$ cat src/rtl/nibble_bus_pkg.sv
// Shared types and constants for the nibble bus arbiter.
// Latency: n/a (declarations only).
// Backpressure: n/a.
package nibble_bus_pkg;

    // Transaction sequencer states.
    typedef enum logic [1:0] {
        IDLE = 2'd0,
        ADDR = 2'd1,
        WAIT = 2'd2,
        DATA = 2'd3
    } state_t;

    // Bit positions inside bus_ctl.
    localparam int CTL_STB = 0;
    localparam int CTL_WE  = 1;
    localparam int CTL_A0  = 2;
    localparam int CTL_A1  = 3;

endpackage

$ cat src/rtl/rr_arb2.sv
// Two-way round-robin winner select with owner lock.
// Latency: combinational, result valid in the same cycle as i_decide.
// Backpressure: none; o_valid is low when nothing may be granted.
//
// Ports: i_req/i_lock per requester, i_owner (current bus owner),
//        i_last_owner (owner of the most recently finished transfer),
//        i_decide (arbitration point) -> o_valid, o_winner.
module rr_arb2 (
    input  logic [1:0] i_req,
    input  logic [1:0] i_lock,
    input  logic       i_owner,
    input  logic       i_last_owner,
    input  logic       i_decide,
    output logic       o_valid,
    output logic       o_winner
);

    always_comb begin
        o_valid  = 1'b0;
        o_winner = i_owner;
        if (i_decide) begin
            if (i_lock[i_owner] && i_req[i_owner]) begin
                // Locked owner keeps the bus regardless of the other request.
                o_valid  = 1'b1;
                o_winner = i_owner;
            end else if (i_req == 2'b11) begin
                o_valid  = 1'b1;
                o_winner = ~i_last_owner;
            end else if (i_req[0]) begin
                o_valid  = 1'b1;
                o_winner = 1'b0;
            end else if (i_req[1]) begin
                o_valid  = 1'b1;
                o_winner = 1'b1;
            end
        end
    end

endmodule

$ cat src/rtl/nibble_bus_arbiter.sv
// Shares the external nibble memory bus between the CPU (m0) and the loader (m1).
// Latency: gnt one cycle after the accepting edge; a transfer lasts 2+WAIT_CYCLES cycles, rvalid the cycle after DATA.
// Backpressure: a requester holds req/addr/we/wdata until its gnt pulse; no queueing beyond the active transfer.
//
// Ports: clk, rst_n; per requester mX_req/lock/we/addr/wdata in, mX_gnt/rvalid/rdata out;
//        bus_addr/bus_ctl/bus_dout/bus_doe out, bus_din in.
module nibble_bus_arbiter
    import nibble_bus_pkg::*;
#(
    parameter int ADDR_W      = 10,
    parameter int DATA_W      = 4,
    parameter int WAIT_CYCLES = 0
) (
    input  logic              clk,
    input  logic              rst_n,
    input  logic              m0_req,
    input  logic              m0_lock,
    input  logic              m0_we,
    input  logic [ADDR_W-1:0] m0_addr,
    input  logic [DATA_W-1:0] m0_wdata,
    output logic              m0_gnt,
    output logic              m0_rvalid,
    output logic [DATA_W-1:0] m0_rdata,
    input  logic              m1_req,
    input  logic              m1_lock,
    input  logic              m1_we,
    input  logic [ADDR_W-1:0] m1_addr,
    input  logic [DATA_W-1:0] m1_wdata,
    output logic              m1_gnt,
    output logic              m1_rvalid,
    output logic [DATA_W-1:0] m1_rdata,
    output logic [ADDR_W-3:0] bus_addr,
    output logic [3:0]        bus_ctl,
    output logic [DATA_W-1:0] bus_dout,
    output logic              bus_doe,
    input  logic [DATA_W-1:0] bus_din
);

    localparam logic [2:0] WAIT_M1 = (WAIT_CYCLES > 0) ? 3'(WAIT_CYCLES - 1) : 3'd0;

    state_t            r_state;
    state_t            w_state_nxt;
    logic [2:0]        r_wait_cnt;
    logic [2:0]        w_wait_cnt_nxt;
    logic              r_owner;
    logic              r_last_owner;
    logic [ADDR_W-1:0] r_addr;
    logic              r_we;
    logic [DATA_W-1:0] r_wdata;
    logic [1:0]        r_gnt;
    logic [1:0]        r_rvalid;
    logic [DATA_W-1:0] r_rdata0;
    logic [DATA_W-1:0] r_rdata1;

    logic              w_decide;
    logic              w_arb_last;
    logic              w_valid;
    logic              w_winner;
    logic              w_busy;
    logic [3:0]        w_ctl;

    assign w_decide   = (r_state == IDLE) || (r_state == DATA);
    // At the DATA edge last_owner has not yet been updated, so the owner
    // finishing now is what the round-robin must rotate away from.
    assign w_arb_last = (r_state == DATA) ? r_owner : r_last_owner;

    rr_arb2 u_arb (
        .i_req        ({m1_req, m0_req}),
        .i_lock       ({m1_lock, m0_lock}),
        .i_owner      (r_owner),
        .i_last_owner (w_arb_last),
        .i_decide     (w_decide),
        .o_valid      (w_valid),
        .o_winner     (w_winner)
    );

    always_comb begin
        w_state_nxt    = r_state;
        w_wait_cnt_nxt = r_wait_cnt;
        case (r_state)
            IDLE: begin
                if (w_valid) w_state_nxt = ADDR;
            end
            ADDR: begin
                if (WAIT_CYCLES == 0) begin
                    w_state_nxt = DATA;
                end else begin
                    w_state_nxt    = WAIT;
                    w_wait_cnt_nxt = WAIT_M1;
                end
            end
            WAIT: begin
                if (r_wait_cnt == 3'd0) w_state_nxt = DATA;
                else                    w_wait_cnt_nxt = r_wait_cnt - 3'd1;
            end
            DATA: begin
                w_state_nxt = w_valid ? ADDR : IDLE;
            end
            default: w_state_nxt = IDLE;
        endcase
    end

    always_ff @(posedge clk or negedge rst_n) begin
        if (!rst_n) begin
            r_state      <= IDLE;
            r_wait_cnt   <= 3'd0;
            r_owner      <= 1'b0;
            r_last_owner <= 1'b1;
            r_addr       <= '0;
            r_we         <= 1'b0;
            r_wdata      <= '0;
            r_gnt        <= 2'b00;
            r_rvalid     <= 2'b00;
            r_rdata0     <= '0;
            r_rdata1     <= '0;
        end else begin
            r_state    <= w_state_nxt;
            r_wait_cnt <= w_wait_cnt_nxt;
            r_gnt      <= 2'b00;
            r_rvalid   <= 2'b00;
            if (r_state == DATA) begin
                r_last_owner <= r_owner;
                if (!r_we) begin
                    if (r_owner) begin
                        r_rdata1 <= bus_din;
                        r_rvalid <= 2'b10;
                    end else begin
                        r_rdata0 <= bus_din;
                        r_rvalid <= 2'b01;
                    end
                end
            end
            if (w_valid) begin
                r_owner <= w_winner;
                r_addr  <= w_winner ? m1_addr  : m0_addr;
                r_we    <= w_winner ? m1_we    : m0_we;
                r_wdata <= w_winner ? m1_wdata : m0_wdata;
                r_gnt   <= w_winner ? 2'b10    : 2'b01;
            end
        end
    end

    assign w_busy = (r_state != IDLE);

    always_comb begin
        w_ctl = 4'b0000;
        if (w_busy) begin
            w_ctl[CTL_STB] = 1'b1;
            w_ctl[CTL_WE]  = r_we;
            w_ctl[CTL_A0]  = r_addr[0];
            w_ctl[CTL_A1]  = r_addr[1];
        end
    end

    assign bus_ctl   = w_ctl;
    assign bus_addr  = w_busy ? r_addr[ADDR_W-1:2] : '0;
    assign bus_doe   = w_busy & r_we;
    assign bus_dout  = (w_busy && r_we) ? r_wdata : '0;
    assign m0_gnt    = r_gnt[0];
    assign m1_gnt    = r_gnt[1];
    assign m0_rvalid = r_rvalid[0];
    assign m1_rvalid = r_rvalid[1];
    assign m0_rdata  = r_rdata0;
    assign m1_rdata  = r_rdata1;

endmodule

$ cat config.mk
export PLATFORM = sky130hd
export DESIGN_NAME = nibble_bus_arbiter
export DESIGN_NICKNAME = d
export VERILOG_FILES = /design/src/rtl/nibble_bus_pkg.sv /design/src/rtl/rr_arb2.sv /design/src/rtl/nibble_bus_arbiter.sv
export SDC_FILE = /design/constraint.sdc
export NUM_CORES = 1
export LEC_CHECK = 0
export CORE_MARGIN = 4
export CORE_UTILIZATION = 40
export CTS_CLUSTER_DIAMETER = 200
export CTS_CLUSTER_SIZE = 10
export DETAILED_ROUTE_END_ITERATION = 16
export GPL_ROUTABILITY_DRIVEN = 0
export PLACE_DENSITY = 0.76
export SLEW_MARGIN = 20
export SYNTH_ARGS = -nofsm -noshare
export SYNTH_HDL_FRONTEND = slang
export SYNTH_SLANG_ARGS = --single-unit
$ cat constraint.sdc
create_clock -name clk -period 2.36 [get_ports clk]
set_input_delay 0.472 -clock clk [delete_from_list [all_inputs] [get_ports clk]]
set_output_delay 0.472 -clock clk [all_outputs]
set_load 0.03 [all_outputs]
======== Yosys cells after proc, flatten, opt, wreduce, memory -nomap -nowiden ========
Cells that the tools add are included.
word-level totals
  flip-flop bits (word level) ............. 34
  input bits .............................. 40
  output and inout bits ................... 29
  logic and storage cells ................. 64
cells by class
  $add $sub $neg .......................... 1
  magnitude comparators ................... 1
  eq/ne operators ......................... 6
  muxes and demuxes ....................... 30
  bitwise logic cells ..................... 5
  reductions and logical operators ........ 10
operators by type and width
  operator                                                                       count
  1-bit 2-to-1 mux                                                               17
  2-bit 2-to-1 mux                                                               7
  4-bit 2-to-1 mux                                                               3
  10-bit 2-to-1 mux                                                              1
  8-bit 2-to-1 mux                                                               1
  2-bit case mux with 4 select lines                                             1
  2-bit == test (second input constant)                                          3
  3-bit AND reduction                                                            2
  2-bit inequality test (second input constant)                                  2
  1-bit inverter                                                                 4
  2-bit AND reduction                                                            2
  3-bit logical NOT                                                              1
  3-bit by 1-bit subtractor with 3-bit output (second input constant)            1
  2-bit by 1-bit == test with 1-bit output (second input constant)               1
  1-bit logical AND                                                              2
  2-bit logical NOT                                                              1
  1-bit by 2-bit less-than comparator with 1-bit output (second input constant)  1
  2-bit nonzero test                                                             1
  1-bit AND                                                                      1
  1-bit logical OR                                                               1

======== Logic depth before layout (Yosys ltp) ========
  word-level depth ........................ 8
  gate-level depth with buffers ........... 6
  mapped depth without buffers ............ 6

======== By module ========
Synthesis repeated with hierarchy kept, for this count alone.
second synthesis, totals
  cells, all modules ...................... 149
  area total of the unflattened synthesis .. 1657.8 um2
modules (own cells, without submodules)
  module              times used  cells each  area each (um2)  sequential area each (um2)
  nibble_bus_arbiter  1           142         1609.0           852.1
  rr_arb2             1           7           48.8             0.0

======== Worst setup path before layout ========
Ideal clock, no wire load.
  path type ............................... flip-flop to output port
  start point ............................. register r_state[0]
  end point ............................... output port bus_dout[0]
  arrival time ............................ 1603 ps
  required time ........................... 1888 ps
  setup slack ............................. 285 ps
  stages on the path, launching flop included .. 5
  path buffers ............................ 0
  path through ............................ dfrtp_1 inv_1 ha_1 nor2b_1 and2_1
on the way
  word-level cells in the longest chain between the ends .. 3
RTL lines
  element                 RTL line                   RTL
  start, declared         nibble_bus_arbiter.sv:41   state_t r_state;
  start signal, assigned  nibble_bus_arbiter.sv:117  r_state <= w_state_nxt;
  2-bit nonzero test      nibble_bus_arbiter.sv:143  assign w_busy = (r_state != IDLE);
  1-bit logical AND       nibble_bus_arbiter.sv:158  assign bus_dout = (w_busy && r_we) ? r_wdata : '0;
  4-bit 2-to-1 mux        nibble_bus_arbiter.sv:158
  end, declared           nibble_bus_arbiter.sv:34   output logic [DATA_W-1:0] bus_dout,
Every way passes these cells.

======== Worst setup path after layout ========
  start point ............................. register r_state[0]
  end point ............................... output port bus_addr[7]
on the way
  word-level cells in the longest chain between the ends .. 2
RTL lines
  element             RTL line                   RTL
  2-bit nonzero test  nibble_bus_arbiter.sv:143
  8-bit 2-to-1 mux    nibble_bus_arbiter.sv:156  assign bus_addr = w_busy ? r_addr[ADDR_W-1:2] : '0;
  end, declared       nibble_bus_arbiter.sv:32   output logic [ADDR_W-3:0] bus_addr,
Every way passes these cells.

==> out/qor.yml <==
yosys:
  synth_top_family_by_area: "simple AND/OR/NAND/NOR gates"
  async_flop_share_pct: 100
  yosys.area_share.simple_pct: 18.6
  synth_compound_area_share_pct: 15.6
  syn_inst: 140
  yosysWarnings: 0
  synth_area_leaders: "dfrtp_1, a221o_1, mux2_2, and2_1, nor2b_1"
  synth_top_area_share_pct: 49.4
  netlist-cell-type-count: 32
  synthXorXnorAreaFrac_pct: 0.524
  synth_edf_count: 0
  syn_area_um2: 1670
  synth_fa_ha_area_share_pct: 3.74
  synth_mux_area_share_pct: 5.39
  syn_nets: 185
  synth_seq_area_share_pct: 51.0
  postSynthAreaPerCell_um2: 11.9
  synth_flop_cell: "dfrtp_1"
  synth_seq_cells: 34
  yosys.area.top_type: "dfrtp_1"
grt:
  grt_usage_pct: 16.0
  antenna_found_initial: 0
  grt_max_degree: 35
  grt_pass1_wl_um: 6360
  overflow: 0
  grt_pass1_vias: 1421
clock_tree:
  cts_root_buf: "clkbuf_8"
  cts_hold_buf: 0
  clk_transition_reported_paths_ns: 0.07
  cts_buffer_depth: 2
  cts_sinks: 34
  cts_resized: 12
  cts_buffers: 5
  cts_tree: "done"
  clk_latency_ns: 0.28
  cts_max_level: 2
  post-cts-setup-buffer-count: 0
final_layout:
  area_delta_synth_final_pct: 47.2
  fillers: 319
  fin_nets: 255
  final_cell_area_um2: 2460
  final_common_cell: "clkdlybuf4s50_1"
  mostFrequentLayoutCells: "clkdlybuf4s50_1, dfrtp_1, and2_1"
  n_antenna_cell: 0
  drive_gt1_share_pct: 15.7
route:
  firstDrtPassIters: 4
  wirelength_um: 3940
  drc: 0
  first_iter_violations: 55
  ant_nets: 0
  post_drt_wl_per_cell_um: 15.2
  vias: 1308
  viasPerCell: 5.03
power_and_ir_drop:
  p_leak_nw: 1.10
  ir_worst_vdd_mv: 0.733
  p_per_area_nw_per_um2: 1450
worst_setup_path:
  slowest_delay_ns: 0.41
  path_cells: "inv_1 > ha_1 > buf_4 > nor2b_1 > dlygate4sd2_1"
  worstSetupEndpointType: "output pin"
  r2r-start: "r_state[0]"
  worstPathArrival_ns: 1.75
  required_ns: 1.89
  critPathKind: "register to output pin"
  slowest_stage: "dlygate4sd2_1"
  r2r_slack_ns: 0.32
  crit_fanout: 10
  reg2reg_depth: 5
  worstSetupStartpointType: "register"
  r2r_end: "r_wdata[1]"
place:
  hpwl_um: 2970
  portBuffers: 68
  placed_cell_area_um2: 2360
die:
  start_util_pct: 41.5
  core-area_um2: 4030
  die_width_um: 72.6
  dieArea_um2: 5280
  num_io_pins: 69
  die_y_um: 72.6
  rows: 23
outcome:
  status: "finished, final reports clean"
sta:
  finClkSkew_ns: 0.00240
  maxSlewViolCount: 0
  max_freq_mhz: 451
  setup_tns_ns: 0
  final-hold-violation-count: 0
  slew_headroom_pct: 47.4
  grt_setup_unrepaired: "false"
  finalSetupViolations: 0
  finalCritPeriodShare_pct: 94.0
  tightest_slew_ns: 0.789
  fin_crit_ns: 2.22
min_path:
  hold-path-cell-count: 2
  hp-class: "register to register"
  min-delay-start: "r_wait_cnt[2]"
  whs_endpoint: "r_wait_cnt[2]"
run:
  drv_cap: 0
==> Yosys cell counts (2+ instances only) <==
master    instances
nand2b_1          4
nor2_1            2
and2_0            6
a221o_1          10
a21oi_1           2
mux2_2            8
buf_4             3
a221o_2           5
dfrtp_1          33
o21ai_0           4
inv_1             7
and2_1           14
nor2b_1          13
buf_6             3
nand2_1           5
ha_1              5
==> layout make-up <==
class	instances	area (um2)	share of cell area, %
Clock buffer	6	82.6	3.36
Clock inverter	1	30.0	1.22
Inverter	7	26.3	1.07
Multi-Input combinational cell	92	733	29.8
Sequential cell	34	852	34.6
Tap cell	50	62.6	2.54
Timing Repair Buffer	70	673	27.4
==> per-stage QoR <==
stage	std cells	hold slack [ns]	utilization [%]	worst slack [ns]	power [mW]
floorplan	140	0.176	-	0.285	2.45
global placement	253	0.462	58.6	0.184	3.08
detailed placement	253	0.479	58.6	0.0954	3.14
CTS	260	0.494	61.0	0.0675	3.61
global route	260	0.518	61.1	0.0441	3.79
finish	260	0.485	61.1	0.142	3.56
==> routing by layer <==
metal | track usage (%) | wire (um)
met1 | 17.8 | 1540
met5 | 0 | 0
met2 | 27.1 | 2010
met4 | 6.76 | 78
met3 | 6.47 | 319
==> power breakdown <==
| group | switching (mW) | leakage, nW | total, mW | internal, mW |
|---|---|---|---|---|
| sequential | 0.154 | 0.420 | 1.01 | 0.858 |
| clock | 0.198 | 0.0573 | 0.535 | 0.338 |
| combinational | 1.12 | 0.622 | 2.02 | 0.901 |
==> logic make-up after synthesis <==
family                   Yosys count
multiplexers                       8
AND/OR/NAND/NOR                   49
AO/OA/AOI/OAI                     29
XOR/XNOR                           1
buffers and inverters             14
flip-flops                        34
adder cells (fa/ha/maj)            5
==> how the worst max path moves through the flow <==
| stage | endpoint | cells past startpoint | from |
|---|---|---|---|
| finish | bus_addr[7] | 5 | r_state[0] |
| global route | bus_addr[7] | 5 | r_state[0] |
| CTS | bus_ctl[0] | 4 | r_state[0] |
| detailed placement | r_addr[4] | 5 | m1_lock |
| global placement | r_wdata[0] | 5 | m1_lock |
| floorplan | bus_dout[0] | 4 | r_state[0] |
==> sequential cells by signal, indices dropped and copies added, names as in the netlist <==
signal and cells:
r_wdata 4, m0_rdata 4, r_state 2, m1_rdata 4
r_gnt 2, r_we 1, r_addr 10, r_rvalid 2
r_wait_cnt 3, r_last_owner 1, r_owner 1
==> worst max-delay path: cells and delay by family, from the launching register on <==
kind | cells | cell delay [ns]
adder cells (fa/ha/maj) | 1 | 0.26
buffers and inverters | 3 | 0.69
AND/OR/NAND/NOR | 1 | 0.13
flip-flops | 1 | 0.38
No activity file was read; power rests on OpenSTA's default activity.
